File: src/rtl/shift_seq_pkg.sv
// Shared types for the shift command sequencer: op codes,
// FSM state encoding and the packed command word held in the queue.
package shift_seq_pkg;

    localparam int SEQ_WIDTH = 4;
    localparam int SEQ_AMT_W = 3;

    typedef enum logic [1:0] {
        OP_LEFT     = 2'b00,
        OP_RIGHT    = 2'b01,
        OP_CLEAR    = 2'b10,
        OP_PASS_ROT = 2'b11
    } op_e;

    typedef enum logic [1:0] {
        ST_IDLE  = 2'b00,
        ST_SHIFT = 2'b01,
        ST_CLEAR = 2'b10,
        ST_DONE  = 2'b11
    } state_e;

    typedef struct packed {
        op_e                  op;
        logic [SEQ_AMT_W-1:0] amt;
        logic [SEQ_WIDTH-1:0] data;
    } cmd_t;

endpackage

File: src/rtl/shift_cmd_fifo.sv
// Synchronous command queue, DEPTH x cmd_t, first-word fall-through
// read port. Ports: clk, rst_n, push/din, pop/dout, full, empty.
module shift_cmd_fifo
    import shift_seq_pkg::*;
#(
    parameter int DEPTH = 4
) (
    input  logic clk,
    input  logic rst_n,
    input  logic push,
    input  cmd_t din,
    input  logic pop,
    output cmd_t dout,
    output logic full,
    output logic empty
);

    localparam int AW = $clog2(DEPTH);

    cmd_t          mem [DEPTH];
    logic [AW:0]   wr_ptr;
    logic [AW:0]   rd_ptr;
    logic          push_ok;
    logic          pop_ok;

    // Extra pointer bit distinguishes full from empty.
    assign empty = (wr_ptr == rd_ptr);
    assign full  = (wr_ptr[AW] != rd_ptr[AW]) &&
                   (wr_ptr[AW-1:0] == rd_ptr[AW-1:0]);

    assign push_ok = push && !full;
    assign pop_ok  = pop && !empty;
    assign dout    = mem[rd_ptr[AW-1:0]];

    always_ff @(posedge clk or negedge rst_n) begin
        if (!rst_n) begin
            wr_ptr <= '0;
            rd_ptr <= '0;
        end else begin
            if (push_ok)
                wr_ptr <= wr_ptr + (AW+1)'(1);
            if (pop_ok)
                rd_ptr <= rd_ptr + (AW+1)'(1);
        end
    end

    // Storage needs no reset: pointers define validity.
    always_ff @(posedge clk) begin
        if (push_ok)
            mem[wr_ptr[AW-1:0]] <= din;
    end

endmodule

File: src/rtl/shift_cmd_sequencer.sv
// Queues shift commands and iterates a 1-position shifter to run them.
// Ports: cmd_* in, sh_* to/from shifter, res_* out, busy. SHIFT_CMD_ROTATE_EN.
module shift_cmd_sequencer
    import shift_seq_pkg::*;
#(
    parameter int WIDTH      = SEQ_WIDTH,
    parameter int FIFO_DEPTH = 4,
    parameter int AMT_W      = SEQ_AMT_W
) (
    input  logic             clk,
    input  logic             rst_n,
    input  logic             cmd_valid,
    output logic             cmd_ready,
    input  logic [1:0]       cmd_op,
    input  logic [WIDTH-1:0] cmd_data,
    input  logic [AMT_W-1:0] cmd_amt,
    output logic             sh_left,
    output logic             sh_right,
    output logic             sh_clear,
    output logic [WIDTH-1:0] sh_inbit,
    input  logic [WIDTH-1:0] sh_outbit,
    output logic             res_valid,
    output logic [WIDTH-1:0] res_data,
    input  logic             res_ready,
    output logic             busy
);

    state_e           state;
    logic [WIDTH-1:0] work;
    logic [AMT_W-1:0] cnt;
    logic [WIDTH-1:0] next_work;

    cmd_t in_cmd;
    cmd_t head;
    logic full;
    logic empty;
    logic push;
    logic pop;

    logic has_amt;
    logic go_shift;
    logic go_clear;
    logic go_rot;

    always_comb begin
        in_cmd      = '0;
        in_cmd.op   = op_e'(cmd_op);
        in_cmd.amt  = cmd_amt;
        in_cmd.data = cmd_data;
    end

    // No bypass: a full queue refuses even when popping this cycle.
    assign cmd_ready = !full;
    assign push      = cmd_valid && cmd_ready;
    assign pop       = (state == ST_IDLE) && !empty;

    shift_cmd_fifo #(
        .DEPTH (FIFO_DEPTH)
    ) u_fifo (
        .clk   (clk),
        .rst_n (rst_n),
        .push  (push),
        .din   (in_cmd),
        .pop   (pop),
        .dout  (head),
        .full  (full),
        .empty (empty)
    );

    assign sh_inbit = work;
    assign busy     = (state != ST_IDLE) || !empty;

    assign has_amt  = (head.amt != '0);
    assign go_shift = has_amt &&
                      ((head.op == OP_LEFT) || (head.op == OP_RIGHT));
    assign go_clear = (head.op == OP_CLEAR);

`ifdef SHIFT_CMD_ROTATE_EN
    logic rot;

    assign go_rot = has_amt && (head.op == OP_PASS_ROT);

    // Rotate = left shift with the bit shifted out wrapped into bit 0.
    assign next_work = rot ?
        {sh_outbit[WIDTH-1:1], sh_outbit[0] | work[WIDTH-1]} :
        sh_outbit;
`else
    assign go_rot    = 1'b0;
    assign next_work = sh_outbit;
`endif

    always_ff @(posedge clk or negedge rst_n) begin
        if (!rst_n) begin
            state     <= ST_IDLE;
            work      <= '0;
            cnt       <= '0;
            sh_left   <= 1'b0;
            sh_right  <= 1'b0;
            sh_clear  <= 1'b0;
            res_valid <= 1'b0;
            res_data  <= '0;
`ifdef SHIFT_CMD_ROTATE_EN
            rot       <= 1'b0;
`endif
        end else begin
            unique case (state)
                ST_IDLE: begin
                    if (!empty) begin
                        work <= head.data;
                        cnt  <= head.amt;
                        unique case (1'b1)
                            go_shift: begin
                                state    <= ST_SHIFT;
                                sh_left  <= (head.op == OP_LEFT);
                                sh_right <= (head.op == OP_RIGHT);
                            end
                            go_clear: begin
                                state    <= ST_CLEAR;
                                sh_clear <= 1'b1;
                            end
                            go_rot: begin
                                state   <= ST_SHIFT;
                                sh_left <= 1'b1;
`ifdef SHIFT_CMD_ROTATE_EN
                                rot     <= 1'b1;
`endif
                            end
                            default: begin
                                // Pass op or zero amount.
                                state     <= ST_DONE;
                                res_valid <= 1'b1;
                                res_data  <= head.data;
                            end
                        endcase
                    end
                end
                ST_SHIFT: begin
                    work <= next_work;
                    cnt  <= cnt - AMT_W'(1);
                    if (cnt == AMT_W'(1)) begin
                        state     <= ST_DONE;
                        sh_left   <= 1'b0;
                        sh_right  <= 1'b0;
                        res_valid <= 1'b1;
                        res_data  <= next_work;
`ifdef SHIFT_CMD_ROTATE_EN
                        rot       <= 1'b0;
`endif
                    end
                end
                ST_CLEAR: begin
                    work      <= sh_outbit;
                    sh_clear  <= 1'b0;
                    state     <= ST_DONE;
                    res_valid <= 1'b1;
                    res_data  <= sh_outbit;
                end
                ST_DONE: begin
                    if (res_ready) begin
                        res_valid <= 1'b0;
                        state     <= ST_IDLE;
                    end
                end
                default: state <= ST_IDLE;
            endcase
        end
    end

endmodule

File: config.mk
export PLATFORM = sky130hd
export DESIGN_NAME = shift_cmd_sequencer
export DESIGN_NICKNAME = d
export VERILOG_FILES = /design/src/rtl/shift_seq_pkg.sv /design/src/rtl/shift_cmd_fifo.sv /design/src/rtl/shift_cmd_sequencer.sv
export SDC_FILE = /design/constraint.sdc
export NUM_CORES = 1
export LEC_CHECK = 0
export ABC_AREA = 1
export BUFFER_PORTS_ARGS = -buffer_cell sky130_fd_sc_hd__buf_2
export CAP_MARGIN = 15
export CORE_UTILIZATION = 30
export DETAILED_ROUTE_END_ITERATION = 8
export GPL_TIMING_DRIVEN = 0
export PLACE_DENSITY_LB_ADDON = 0.25
export SLEW_MARGIN = 5
export SYNTH_ARGS = -nofsm -noshare
export SYNTH_HDL_FRONTEND = slang
export SYNTH_SLANG_ARGS = --single-unit
File: constraint.sdc
create_clock -name clk -period 3.2 [get_ports clk]
set_clock_uncertainty 0.1 [all_clocks]
set_input_delay 0 -clock clk [delete_from_list [all_inputs] [get_ports clk]]
set_output_delay 0 -clock clk [all_outputs]
set_load 0.02 [all_outputs]
# Word level (Yosys, flattened, before mapping)
# Memories as Yosys holds them, arrays and structs flattened.
# Cells that the tools add are included.
dict set report totals {
  regBits 23
  input_bits 17
  n_memories 1
  out_inout_bits 14
  ram_bits 36
  word_cells 86
}
dict set report classes {
  reduce_logical 27
  n_addsub 3
  n_eq_ne 15
  mux 30
}
# memory depth word_bits rd rd_ports_with_merged_regs wr line
set memory_table {}
lappend memory_table {u_fifo.mem 4 9 1 0 1 shift_cmd_fifo.sv:20} ;# cmd_t mem [DEPTH];
# op count
set ops {}
lappend ops {{2-to-1 mux 4 bit} 4}
lappend ops {{2-to-1 mux 1 bit} 13}
lappend ops {{inequality test 2 bit (second input constant)} 6}
lappend ops {{one-hot mux 4 bit (3 select lines)} 1}
lappend ops {{AND reduction 4 bit} 3}
lappend ops {{one-hot mux 2 bit (4 select lines)} 1}
lappend ops {{one-hot mux 4 bit (2 select lines)} 1}
lappend ops {{nonzero test 2 bit} 4}
lappend ops {{adder 3 x 1 -> 3 bit (second input constant)} 2}
lappend ops {{equality test 2 bit (second input constant)} 3}
lappend ops {{logical AND 1 bit} 6}
lappend ops {{2-to-1 mux 2 bit} 3}
lappend ops {{one-hot mux 1 bit (2 select lines)} 3}
lappend ops {{one-hot mux 3 bit (2 select lines)} 1}
lappend ops {{AND reduction 3 bit} 2}
lappend ops {{nonzero test 3 bit} 2}
lappend ops {{equality test 2 x 1 -> 1 bit (second input constant)} 2}
lappend ops {{zero test 2 bit} 2}
lappend ops {{one-hot mux 1 bit (4 select lines)} 1}
lappend ops {{one-hot mux 2 bit (2 select lines)} 1}
lappend ops {{AND reduction 2 bit} 2}
lappend ops {{OR reduction 2 bit} 2}
lappend ops {{equality test 3 x 1 -> 1 bit (second input constant)} 1}
lappend ops {{equality test 3 bit} 1}
lappend ops {{6 further kinds} 8}

# Logic depth before layout (Yosys ltp)
# An unclocked memory read counts as a cell.
dict set report logic_depth {
  depth_word 8
  mapped_depth 11
  mapped_depth_nobuf 10
}

# Hierarchy
# Synthesis repeated with hierarchy kept, for this count alone.
dict set report unflattened {
  cells_unflattened 280
  hier_area_um2 2762.6
}
# module cells_per_inst n_inst area_per_inst_um2 seq_area_each_um2
set modules_own_cells {}
lappend modules_own_cells {shift_cmd_fifo 148 1 1771.7 1231.2}
lappend modules_own_cells {shift_cmd_sequencer 132 1 991.0 425.4}

# Worst setup path after synthesis
# Ideal clock, no wire load.
dict set report synth_path {
  path_type {register to register}
  from {reg u_fifo.rd_ptr[0]}
  to {mem u_fifo.mem[0][0] (netlist name) (enable)}
  n_path_buf 1
  path_slack_ns 1.259
  path_stages_with_launch 7
  synth_period_minus_slack_ns 1.941
  arrival_time_ns 1.467
  cell_sequence {dfrtp_1 -> buf_4 -> nand2_1 -> nand2_2 -> nand4_2 -> nand2_2 -> nor2_1}
}
dict set report synth_between {
  elab_chain_len 7
}
# item line
set synth_lines {}
lappend synth_lines {{from (decl)} shift_cmd_fifo.sv:22} ;# logic [AW:0] rd_ptr;
lappend synth_lines {{from (signal assigned)} shift_cmd_fifo.sv:43} ;# rd_ptr <= rd_ptr + (AW+1)'(1);
lappend synth_lines {{equality test 2 bit *} shift_cmd_fifo.sv:29} ;# (wr_ptr[AW-1:0] == rd_ptr[AW-1:0]);
lappend synth_lines {{logical AND 1 bit *} shift_cmd_fifo.sv:28} ;# assign full = (wr_ptr[AW] != rd_ptr[AW]) &&
lappend synth_lines {{zero test 1 bit *} shift_cmd_sequencer.sv:53} ;# assign cmd_ready = !full;
lappend synth_lines {{named net cmd_ready} shift_cmd_sequencer.sv:13} ;# output logic cmd_ready,
lappend synth_lines {{logical AND 1 bit} shift_cmd_sequencer.sv:54} ;# assign push = cmd_valid && cmd_ready;
lappend synth_lines {{logical AND 1 bit *} shift_cmd_fifo.sv:31} ;# assign push_ok = push && !full;
lappend synth_lines {{2-to-1 mux 1 bit *} shift_cmd_fifo.sv:49} ;# if (push_ok)
lappend synth_lines {{2-to-1 mux 1 bit (not written as such) *} shift_cmd_fifo.sv:50} ;# mem[wr_ptr[AW-1:0]] <= din;
lappend synth_lines {{to (decl)} shift_cmd_fifo.sv:20}
# Mark *: on every way through the listed nets, which the timed path passes. The rest lies on a longest branch.

# Worst setup path after layout
dict set report layout_path {
  from {reg u_fifo.rd_ptr[0]}
  to {mem u_fifo.mem[1][2] (netlist name) (enable)}
}
dict set report layout_between {
  elab_chain_len 7
}
# item line
set layout_lines {}
lappend layout_lines {{equality test 2 bit *} shift_cmd_fifo.sv:29}
lappend layout_lines {{logical AND 1 bit *} shift_cmd_fifo.sv:28}
lappend layout_lines {{zero test 1 bit *} {shift_cmd_fifo.sv:31, shift_cmd_sequencer.sv:53}}
lappend layout_lines {{logical AND 1 bit} shift_cmd_sequencer.sv:54}
lappend layout_lines {{logical AND 1 bit *} shift_cmd_fifo.sv:31}
lappend layout_lines {{2-to-1 mux 1 bit *} shift_cmd_fifo.sv:49}
lappend layout_lines {{2-to-1 mux 1 bit (not written as such) *} shift_cmd_fifo.sv:50}
# Mark *: on every way between the ends. The rest lies on a longest branch, timed or not.

==> flow_metrics.py <==
metrics = {
    "power_and_ir_drop": {
        "p_per_area_nw_per_um2": 1050,
        "ir_worst_vdd_uv": 313,
        "total_leakage_power_uw": 0.00153,
    },
    "floorplan": {
        "core_um2": 9200,
        "die_area_um2": 9830,
        "die_h_um": 99.2,
        "rows": 35,
        "initial_utilization": 0.308,
        "top_level_ports": 31,
        "die_x_um": 99.2,
    },
    "detailed_routing": {
        "num_vias": 1991,
        "remaining_drc_errors": 0,
        "detail_route.wirelength_mm": 5.69,
        "routed-wl-met3_um": 230,
        "met2WireLength_mm": 2.58,
        "drt_pass1_iterations": 4,
        "antenna_left": 0,
        "route.detailed.wl_per_inst_um": 12.8,
        "met1_length_mm": 2.82,
        "topmost_layer_with_routed_signal_wires": "met4",
        "route.detailed.vias_per_inst": 4.47,
        "drt-initial-drc-count": 67,
    },
    "timing": {
        "hold-worst-slack_ns": 0.0789,
        "timing.fmax_mhz": 440,
        "fin_crit_ns": 2.27,
        "worst_slack_ns": 0.925,
        "totalNegativeSetupSlack_ns": 0,
        "worst_slew_margin_rel": 0.380,
        "hold_violations": 0,
        "setup_repair_after_global_routing_missed_its_margin": "false",
        "slew_violations": 0,
        "finalCritPeriodShare": 0.711,
        "timing_worst_slew_pin_value_ns": 0.926,
        "setup_viol": 0,
    },
    "clock_network": {
        "cts.htree.levels": 3,
        "cts-buffers-inserted": 9,
        "cts_repair_resize_count": 0,
        "tritoncts_num_sinks": 59,
        "worstSkewPairLatency_ns": 0.34,
        "tritoncts": "built",
        "cts_setup_buffers": 0,
        "clock_path_buffers": 2,
        "clkSlewWorstSetupHoldPaths_ns": 0.07,
        "cts-root-buf": "sky130_fd_sc_hd__clkbuf_8",
        "cts_hold_buffers": 15,
    },
    "cells_and_area": {
        "area.growth.synth_to_final_pct": 22.3,
        "diodes": 0,
        "drive_gt1_frac": 0.213,
        "design.final.nets": 359,
        "mostFrequentLayoutCell": "sky130_fd_sc_hd__nand2_1",
        "layout.cells.most_common_list": "71 x sky130_fd_sc_hd__nand2_1, 36 x sky130_fd_sc_hd__edfxtp_1, 33 x sky130_fd_sc_hd__nor2_1",
    },
    "yosys": {
        "post_synth_inst_count": 273,
        "postSynthAreaPerCell_um2": 10.4,
        "ys_warn_count": 0,
        "synth.yosys.seq_area_share": 0.585,
        "synth_seq_cells": 59,
        "postSynthNetCount": 303,
        "synth_cell_type_count": 30,
        "mappedNetlistArea_um2": 2830,
    },
    "placement": {
        "dp_worst_setup_slack_ns": 0.834,
        "gp_routability_congestion": 0.733,
        "buffer_ports.inserted": 30,
        "hpwl_mm": 3.84,
    },
    "worst_setup_path": {
        "critical_path_arrival_ns": 2.14,
        "worstPathMaxFanout": 10,
        "required_arrival_time_at_the_worst_endpoint_ns": 3.07,
        "criticalPathCategory": "reg2reg",
        "startpoint_type": "flip-flop",
        "critPathCaptureType": "flip-flop",
    },
    "grt": {
        "antenna_violations_before_repair": 0,
        "grt.total_usage": 0.129,
        "grt_max_degree": 24,
        "gr-total-overflow": 0,
        "first_global_vias": 2010,
        "first_pass_grt_wire_length_mm": 9.51,
    },
    "status": {
        "run_status": "finished clean",
    },
    "min_path": {
        "worstHoldPathType": "in2async",
    },
    "flow_run": {
        "cap_violations": 0,
    },
}
==> sequential cells by signal, summed over array words and instances (netlist names), 2 cells and up <==
| name | cells |
|---|---|
| cnt | 3 |
| res_data | 4 |
| sh_inbit | 4 |
| state | 2 |
| u_fifo.mem | 36 |
| u_fifo.rd_ptr | 3 |
| u_fifo.wr_ptr | 3 |
==> worst paths after layout <==
check / from / end / slack (ns) / cells past startpoint
max reg2reg: u_fifo.rd_ptr[0]$_DFFE_PN0P_ / u_fifo.mem[1][2]$_DFFE_PP_ / 0.93 / 6
min reg2reg: sh_right$_DFFE_PN0P_ / sh_right$_DFFE_PN0P_ / 0.37 / 2
min: rst_n / u_fifo.wr_ptr[1]$_DFFE_PN0P_ / 0.08 / 2
max in group asynchronous: rst_n / res_valid$_DFFE_PN0P_ / 2.56 / 2
min in group clk: res_ready / res_valid$_DFFE_PN0P_ / 0.12 / 6
max: u_fifo.rd_ptr[0]$_DFFE_PN0P_ / u_fifo.mem[1][2]$_DFFE_PP_ / 0.93 / 6
==> worst max-delay path, cell delays in order, from the launching register on <==
cell	delay, ns
sky130_fd_sc_hd__dfrtp_1	0.44
sky130_fd_sc_hd__buf_4	0.20
sky130_fd_sc_hd__nand2_1	0.08
sky130_fd_sc_hd__nand2_2	0.10
sky130_fd_sc_hd__nand4_2	0.12
sky130_fd_sc_hd__nand2_2	0.12
sky130_fd_sc_hd__nor2_1	0.72
==> logic make-up after synthesis <==
group           after synthesis  share of synthesized area
simple gates                140                      0.232
flops                        59                      0.585
fa+ha+maj                    13                     0.0574
buf+inv                      27                     0.0428
xor+xnor                      6                     0.0252
compound gates               28                     0.0579
==> routing by layer <==
| layer | GRT usage | vias up |
|---|---|---|
| li1 | - | 1024 |
| met1 | 0.171 | 926 |
| met2 | 0.202 | 35 |
| met3 | 0.0450 | 6 |
| met4 | 0.0373 | 0 |
| met5 | 0 | - |
==> per-stage QoR <==
step | power [µW] | util | cells | instance area [µm²]
after floorplan | 2570 | - | 273 | 2830
after global placement | 2990 | 0.339 | 414 | 3120
after detailed placement | 3020 | 0.339 | 414 | 3120
after CTS | 3710 | 0.377 | 445 | 3470
after global routing | 4000 | 0.377 | 445 | 3470
final | 3660 | 0.377 | 445 | 3470
==> cell usage after synthesis <==
cell type	instances	area share
sky130_fd_sc_hd__o21ai_0	9	0.016
sky130_fd_sc_hd__nand4_1	5	0.011
sky130_fd_sc_hd__buf_6	2	0.0079
sky130_fd_sc_hd__nand2_2	6	0.013
sky130_fd_sc_hd__nand2_1	71	0.094
sky130_fd_sc_hd__a31oi_1	4	0.0088
sky130_fd_sc_hd__nand3_4	1	0.0062
sky130_fd_sc_hd__o21ai_1	7	0.012
sky130_fd_sc_hd__buf_4	1	0.0027
sky130_fd_sc_hd__edfxtp_1	36	0.38
sky130_fd_sc_hd__nor2_2	1	0.0022
sky130_fd_sc_hd__nand2_4	1	0.0040
sky130_fd_sc_hd__nand3_1	13	0.023
sky130_fd_sc_hd__nand4_2	1	0.0044
sky130_fd_sc_hd__xnor2_4	1	0.0097
sky130_fd_sc_hd__inv_1	20	0.027
sky130_fd_sc_hd__xor2_1	5	0.015
sky130_fd_sc_hd__o21ai_4	1	0.0057
sky130_fd_sc_hd__dfrtp_1	23	0.20
sky130_fd_sc_hd__buf_2	1	0.0018
sky130_fd_sc_hd__o211ai_1	1	0.0027
sky130_fd_sc_hd__a22oi_1	2	0.0053
sky130_fd_sc_hd__ha_1	13	0.057
sky130_fd_sc_hd__inv_2	3	0.0040
sky130_fd_sc_hd__nand3_2	4	0.014
sky130_fd_sc_hd__or2_2	2	0.0044
sky130_fd_sc_hd__nor2_1	33	0.044
sky130_fd_sc_hd__a21oi_1	4	0.0071
sky130_fd_sc_hd__nand4_4	1	0.0075
sky130_fd_sc_hd__nor2_4	1	0.0040
==> cell type report <==
type / instances / area (µm²)
repair buffers: 45 / 300
flip-flops and latches: 59 / 1660
clock inverters: 6 / 66.3
inverters: 23 / 86.3
fillers: 929 / 5730
plain buffers: 4 / 35.0
multi-input cells: 187 / 1050
well taps: 111 / 139
clock buffers: 10 / 128
==> power by group <==
group          leakage [µW]  total [µW]  switching, µW  internal, µW
sequential         0.000605        1200            126          1080
clock             0.0000901         663            304           359
combinational      0.000839        1790           1170           615
Power figures use the tool's default switching activity.
